`config.mk`:
```
export PLATFORM = sky130hd
export DESIGN_NAME = bin2bcd_seq
export DESIGN_NICKNAME = d
export VERILOG_FILES = /design/src/rtl/bcd_pkg.sv /design/src/rtl/bcd_add3.sv /design/src/rtl/bin2bcd_seq.sv
export SDC_FILE = /design/constraint.sdc
export NUM_CORES = 1
export LEC_CHECK = 0
export ABC_AREA = 1
export BUFFER_PORTS_ARGS = -buffer_cell sky130_fd_sc_hd__clkbuf_2
export CORE_MARGIN = 2
export CORE_UTILIZATION = 45
export CTS_CLUSTER_DIAMETER = 40
export DETAILED_ROUTE_END_ITERATION = 12
export GPL_TIMING_DRIVEN = 0
export PLACE_DENSITY = 0.75
export SYNTH_ARGS = -nofsm -noshare
export SYNTH_HDL_FRONTEND = slang
export SYNTH_SLANG_ARGS = --single-unit
```
`constraint.sdc`:
```
create_clock -name clk -period 2.1 [get_ports clk]
set_input_delay 0.42 -clock clk [delete_from_list [all_inputs] [get_ports clk]]
set_output_delay 0.42 -clock clk [all_outputs]
set_load 0.1 [all_outputs]
```
`src/rtl/bcd_pkg.sv`:
```
// Shared types and constants for the sequential binary-to-BCD converter.
package bcd_pkg;

  localparam int unsigned DIGIT_W    = 4;
  localparam logic [3:0]  BLANK_CODE = 4'hF;

  typedef enum logic [1:0] {
    IDLE  = 2'd0,
    SHIFT = 2'd1,
    DONE  = 2'd2
  } state_t;

  // 10^n, used to derive the largest value the digit field can represent
  function automatic int unsigned pow10(input int unsigned n);
    int unsigned r;
    r = 1;
    for (int unsigned i = 0; i < n; i++) begin
      r = r * 10;
    end
    return r;
  endfunction

endpackage

```
`src/rtl/bcd_add3.sv`:
```
// Double-dabble digit correction: adds 3 to a BCD digit of 5 or more before the shift.
module bcd_add3
  import bcd_pkg::*;
(
  input  logic [DIGIT_W-1:0] digit,
  output logic [DIGIT_W-1:0] adj_c
);

  always_comb begin
    adj_c = digit;
    if (digit >= DIGIT_W'(5)) begin
      adj_c = digit + DIGIT_W'(3);
    end
  end

endmodule

```
`src/rtl/bin2bcd_seq.sv`:
```
// Sequential binary-to-BCD converter with start/busy/done handshake.
// Optional build macro BCD_LZ_BLANK_EN blanks leading zero digits with BLANK_CODE.
module bin2bcd_seq
  import bcd_pkg::*;
#(
  parameter int unsigned BIN_W  = 14,
  parameter int unsigned DIGITS = 4
) (
  input  logic                        clk,
  input  logic                        rst,
  input  logic                        start,
  input  logic [BIN_W-1:0]            bin_in,
  output logic                        busy,
  output logic                        done,
  output logic [DIGIT_W*DIGITS-1:0]   bcd_out,
  output logic                        ovf
);

  localparam int unsigned BCD_W   = DIGIT_W * DIGITS;
  localparam int unsigned CNT_W   = $clog2(BIN_W + 1);
  localparam int unsigned MAX_VAL = pow10(DIGITS) - 1;

  state_t             state;
  logic [BIN_W-1:0]   shift_reg;
  logic [BCD_W-1:0]   scratch;
  logic [CNT_W-1:0]   count;
  logic               ovf_pend;

  logic [BCD_W-1:0]   adj;
  logic [BCD_W-1:0]   scratch_nxt;
  logic [BIN_W-1:0]   shift_nxt;
  logic [BCD_W-1:0]   shown;
  logic               last_shift;
  logic               in_ovf;

  for (genvar g = 0; g < DIGITS; g++) begin : g_add3
    bcd_add3 u_add3 (
      .digit (scratch[g*DIGIT_W +: DIGIT_W]),
      .adj_c (adj[g*DIGIT_W +: DIGIT_W])
    );
  end

  // One double-dabble step; carry out of the top digit is dropped (mod 10^DIGITS)
  always_comb begin
    scratch_nxt = {adj[BCD_W-2:0], shift_reg[BIN_W-1]};
    shift_nxt   = {shift_reg[BIN_W-2:0], 1'b0};
    last_shift  = (count == CNT_W'(1));
    in_ovf      = (32'(bin_in) > 32'(MAX_VAL));
  end

`ifdef BCD_LZ_BLANK_EN
  logic lead;

  // Blank leading zero digits down to, but never including, digit 0
  always_comb begin
    shown = scratch_nxt;
    lead  = 1'b1;
    for (int i = DIGITS - 1; i >= 1; i--) begin
      if (lead && (scratch_nxt[i*DIGIT_W +: DIGIT_W] == DIGIT_W'(0))) begin
        shown[i*DIGIT_W +: DIGIT_W] = BLANK_CODE;
      end else begin
        lead = 1'b0;
      end
    end
  end
`else
  always_comb begin
    shown = scratch_nxt;
  end
`endif

  // Control FSM; results load on the final shift so DONE already presents them
  always_ff @(posedge clk or posedge rst) begin
    if (rst) begin
      state     <= IDLE;
      shift_reg <= '0;
      scratch   <= '0;
      count     <= '0;
      ovf_pend  <= 1'b0;
      busy      <= 1'b0;
      done      <= 1'b0;
      bcd_out   <= '0;
      ovf       <= 1'b0;
    end else begin
      done <= 1'b0;
      case (state)
        IDLE, DONE: begin
          if (start) begin
            state     <= SHIFT;
            shift_reg <= bin_in;
            scratch   <= '0;
            count     <= CNT_W'(BIN_W);
            ovf_pend  <= in_ovf;
            busy      <= 1'b1;
          end else begin
            state <= IDLE;
            busy  <= 1'b0;
          end
        end
        SHIFT: begin
          scratch   <= scratch_nxt;
          shift_reg <= shift_nxt;
          count     <= count - CNT_W'(1);
          if (last_shift) begin
            state   <= DONE;
            busy    <= 1'b0;
            done    <= 1'b1;
            bcd_out <= shown;
            ovf     <= ovf_pend;
          end
        end
        default: begin
          state <= IDLE;
          busy  <= 1'b0;
        end
      endcase
    end
  end

endmodule

```
==> impl_metrics.tcl <==
set metrics [dict create \
    fp.coreArea_sq_um 5890 \
    critPathMaxStageDelay_ps 460 \
    post_cts_hold_buffer_count 0 \
    antenna_cells_inserted 0 \
    final_period_minus_worst_setup_slack_ps 1540 \
    fmax_ghz 0.649 \
    rows 28 \
    worst_slew_pin_slew_ps 541 \
    yosys_synthesis_warning_count 0 \
    grt.total_usage 0.183 \
    start_util 0.462 \
    drt.antenna.violating_nets 0 \
    crit_slowest_cell "sky130_fd_sc_hd__clkbuf_2" \
    tns_ps 0 \
    detailedPlacementHpwl_um 3990 \
    cts_made_buffers 5 \
    critPathCaptureType "primary output" \
    ctsLongestPathBuffers 2 \
    worst-path-max-fanout 2 \
    dieArea_sq_um 6680 \
    post_synthesis_adder_cell_area_fraction 0.0460 \
    critPathArrivalTime_ps 1120 \
    finalHoldWorstSlack_ps 81.8 \
    routed_via_density 5.07 \
    ys_types 22 \
    grt_pass1_vias 2214 \
    netlist.area_leader.share 0.516 \
    wirelength_um 5360 \
    period_utilization_post_route 0.734 \
    die_w_um 81.7 \
    critical_path.startpoint_type "register" \
    num-nets-final 399 \
    global_route_wire_length_before_repair_um 9480 \
    layout-area-overhead-vs-synth_pct 13.5 \
    synth.cell_area_sq_um 2720 \
    num-fill-cells 586 \
    grt_remaining_overflow 0 \
    netlist.top_cell.by_area "sky130_fd_sc_hd__dfrtp_1" \
    rsz_0062_raised_after_global_routing "false" \
    final_util 0.524 \
    cts-root-buf "sky130_fd_sc_hd__clkbuf_8" \
    synth_top_family_by_area "simple AND/OR/NAND/NOR gates" \
    multi_input_logic_area_sq_um 1130 \
    synth.mux.area_fraction 0 \
    drv_cap 0 \
    synthXorXnorAreaFrac 0 \
    clock_sink_count 56 \
    ios 36 \
    crit_family "buffers and inverters" \
    globalplace.congestion 0.900 \
    synth.avg_cell_area_sq_um 8.26 \
    critical_path_required_ps 1680 \
    postSynthCellCount 329 \
    detailedRoute.firstPassIterationCount 4 \
    cp_cell_sequence "clkbuf_2" \
    setup-violations-final 0 \
    cts.clk_slew.worst_paths_ps 90 \
    hp-class "input pin to async pin" \
    netlist_top_cells_area "sky130_fd_sc_hd__dfrtp_1 52%, sky130_fd_sc_hd__nand2_1 19%, sky130_fd_sc_hd__nand3_1 8.5%" \
    number_of_slew_limit_violations_in_the_final_report 0 \
    grt_start_max_net_pins 39 \
    cts_tree "built" \
    finalHoldViolCount 0 \
    fp.dieH_um 81.7 \
    post_cts.repair.setup_buffers 0 \
    h-tree-depth 2 \
    cts.repair.resized 0 \
    seq_total_area_yosys 0.516 \
    synth.ff_latch_count 56 \
    dr_total_vias 2267 \
    seqCellArea_sq_um 1400 \
    worstPathBufferInverterCount 1 \
    post_synth_and_or_nand_nor_area_fraction 0.327 \
    clock_skew_ps 1.31 \
    drcViolationCount 0 \
    compound_gate_portion_of_the_synthesized_area 0.0442 \
    place.port_buffers 35 \
    maxSlewHeadroom 0.641 \
    detail_route.wl_per_cell_um 12.0 \
    clk-insertion-delay-late_ps 300 \
    mappedNetlistNets 356 \
    critPathKind "register to primary output" \
    post_route_cells_drive_above_1_share 0.175 \
    antenna_found_initial 0 \
    run_status "complete, no violations" \
    1st_iter_drt_viols 102 \
]
## per-layer routing
| layer | share of wire | track usage | wire, um |
|---|---|---|---|
| met2 | 0.47 | 0.308 | 2520 |
| met1 | 0.48 | 0.234 | 2570 |
| met3 | 0.046 | 0.0418 | 247 |
| met5 | 0 | 0 | 0 |
| met4 | 0.0045 | 0.0600 | 24 |
## kinds of logic (layout without fill, tap and decap cells)
group           after synthesis  in the layout
fa+ha+maj                    10             10
buf+inv                      39             82
simple gates                205            205
flops                        56             56
compound gates               19             19
## cell usage in the layout (no fill, tap or decap), types with 2 or more instances in the layout
master,count
sky130_fd_sc_hd__inv_1,25
sky130_fd_sc_hd__o22ai_1,4
sky130_fd_sc_hd__nand4_1,8
sky130_fd_sc_hd__dfrtp_1,56
sky130_fd_sc_hd__clkbuf_2,35
sky130_fd_sc_hd__nor2_1,8
sky130_fd_sc_hd__nand3_1,46
sky130_fd_sc_hd__inv_2,4
sky130_fd_sc_hd__o21ai_2,4
sky130_fd_sc_hd__buf_6,2
sky130_fd_sc_hd__clkbuf_8,5
sky130_fd_sc_hd__o21ai_0,9
sky130_fd_sc_hd__buf_4,4
sky130_fd_sc_hd__nand2_4,3
sky130_fd_sc_hd__buf_2,3
sky130_fd_sc_hd__nand2_1,136
sky130_fd_sc_hd__ha_1,10
## Yosys cell counts
cell type	instances
sky130_fd_sc_hd__nand3_1	46
sky130_fd_sc_hd__ha_1	10
sky130_fd_sc_hd__o22ai_1	4
sky130_fd_sc_hd__nand3_2	1
sky130_fd_sc_hd__nand3b_1	1
sky130_fd_sc_hd__o21a_1	1
sky130_fd_sc_hd__inv_2	3
sky130_fd_sc_hd__nor3_1	1
sky130_fd_sc_hd__nand2_1	136
sky130_fd_sc_hd__a22oi_1	1
sky130_fd_sc_hd__nand2_4	3
sky130_fd_sc_hd__o21ai_0	9
sky130_fd_sc_hd__dfrtp_1	56
sky130_fd_sc_hd__nor2_4	1
sky130_fd_sc_hd__nand4_1	8
sky130_fd_sc_hd__o21ai_2	4
sky130_fd_sc_hd__nor2_1	8
sky130_fd_sc_hd__buf_2	3
sky130_fd_sc_hd__buf_6	2
sky130_fd_sc_hd__buf_4	4
sky130_fd_sc_hd__inv_4	1
sky130_fd_sc_hd__inv_1	26
## stage by stage
step / setup slack [ps] / area (sq um) / std cells
final: 558 / 3080 / 447
after global routing: 498 / 3080 / 447
after CTS: 538 / 3080 / 447
after detailed placement: 647 / 3010 / 440
after global placement: -403 / 2990 / 439
after floorplan: 309 / 2720 / 329
## layout make-up
cell class              instances  share of cell area
well taps                      75              0.0304
inverters                      30              0.0373
clock buffers                   6              0.0235
clock inverters                 1             0.00162
plain buffers                   9              0.0219
multi-input cells             234               0.368
repair buffers                 36              0.0633
flip-flops and latches         56               0.454
## worst paths after layout
| kind | startpoint | endpoint | slack [ps] | cells past startpoint |
|---|---|---|---|---|
| hold reg to reg | bcd_out[6] | bcd_out[6] | 490 | 2 |
| hold / removal | rst | shift_reg[1] | 80 | 2 |
| setup reg to reg | count[1] | bcd_out[4] | 630 | 8 |
| max in group asynchronous | rst | bcd_out[6] | 1500 | 3 |
| setup / recovery | bcd_out[8] | bcd_out[8] | 560 | 1 |
| min in group clk | bin_in[0] | shift_reg[0] | 330 | 3 |
Power is not shown: default switching activity piles up to over one toggle a cycle in this logic, so the estimate is an artifact.
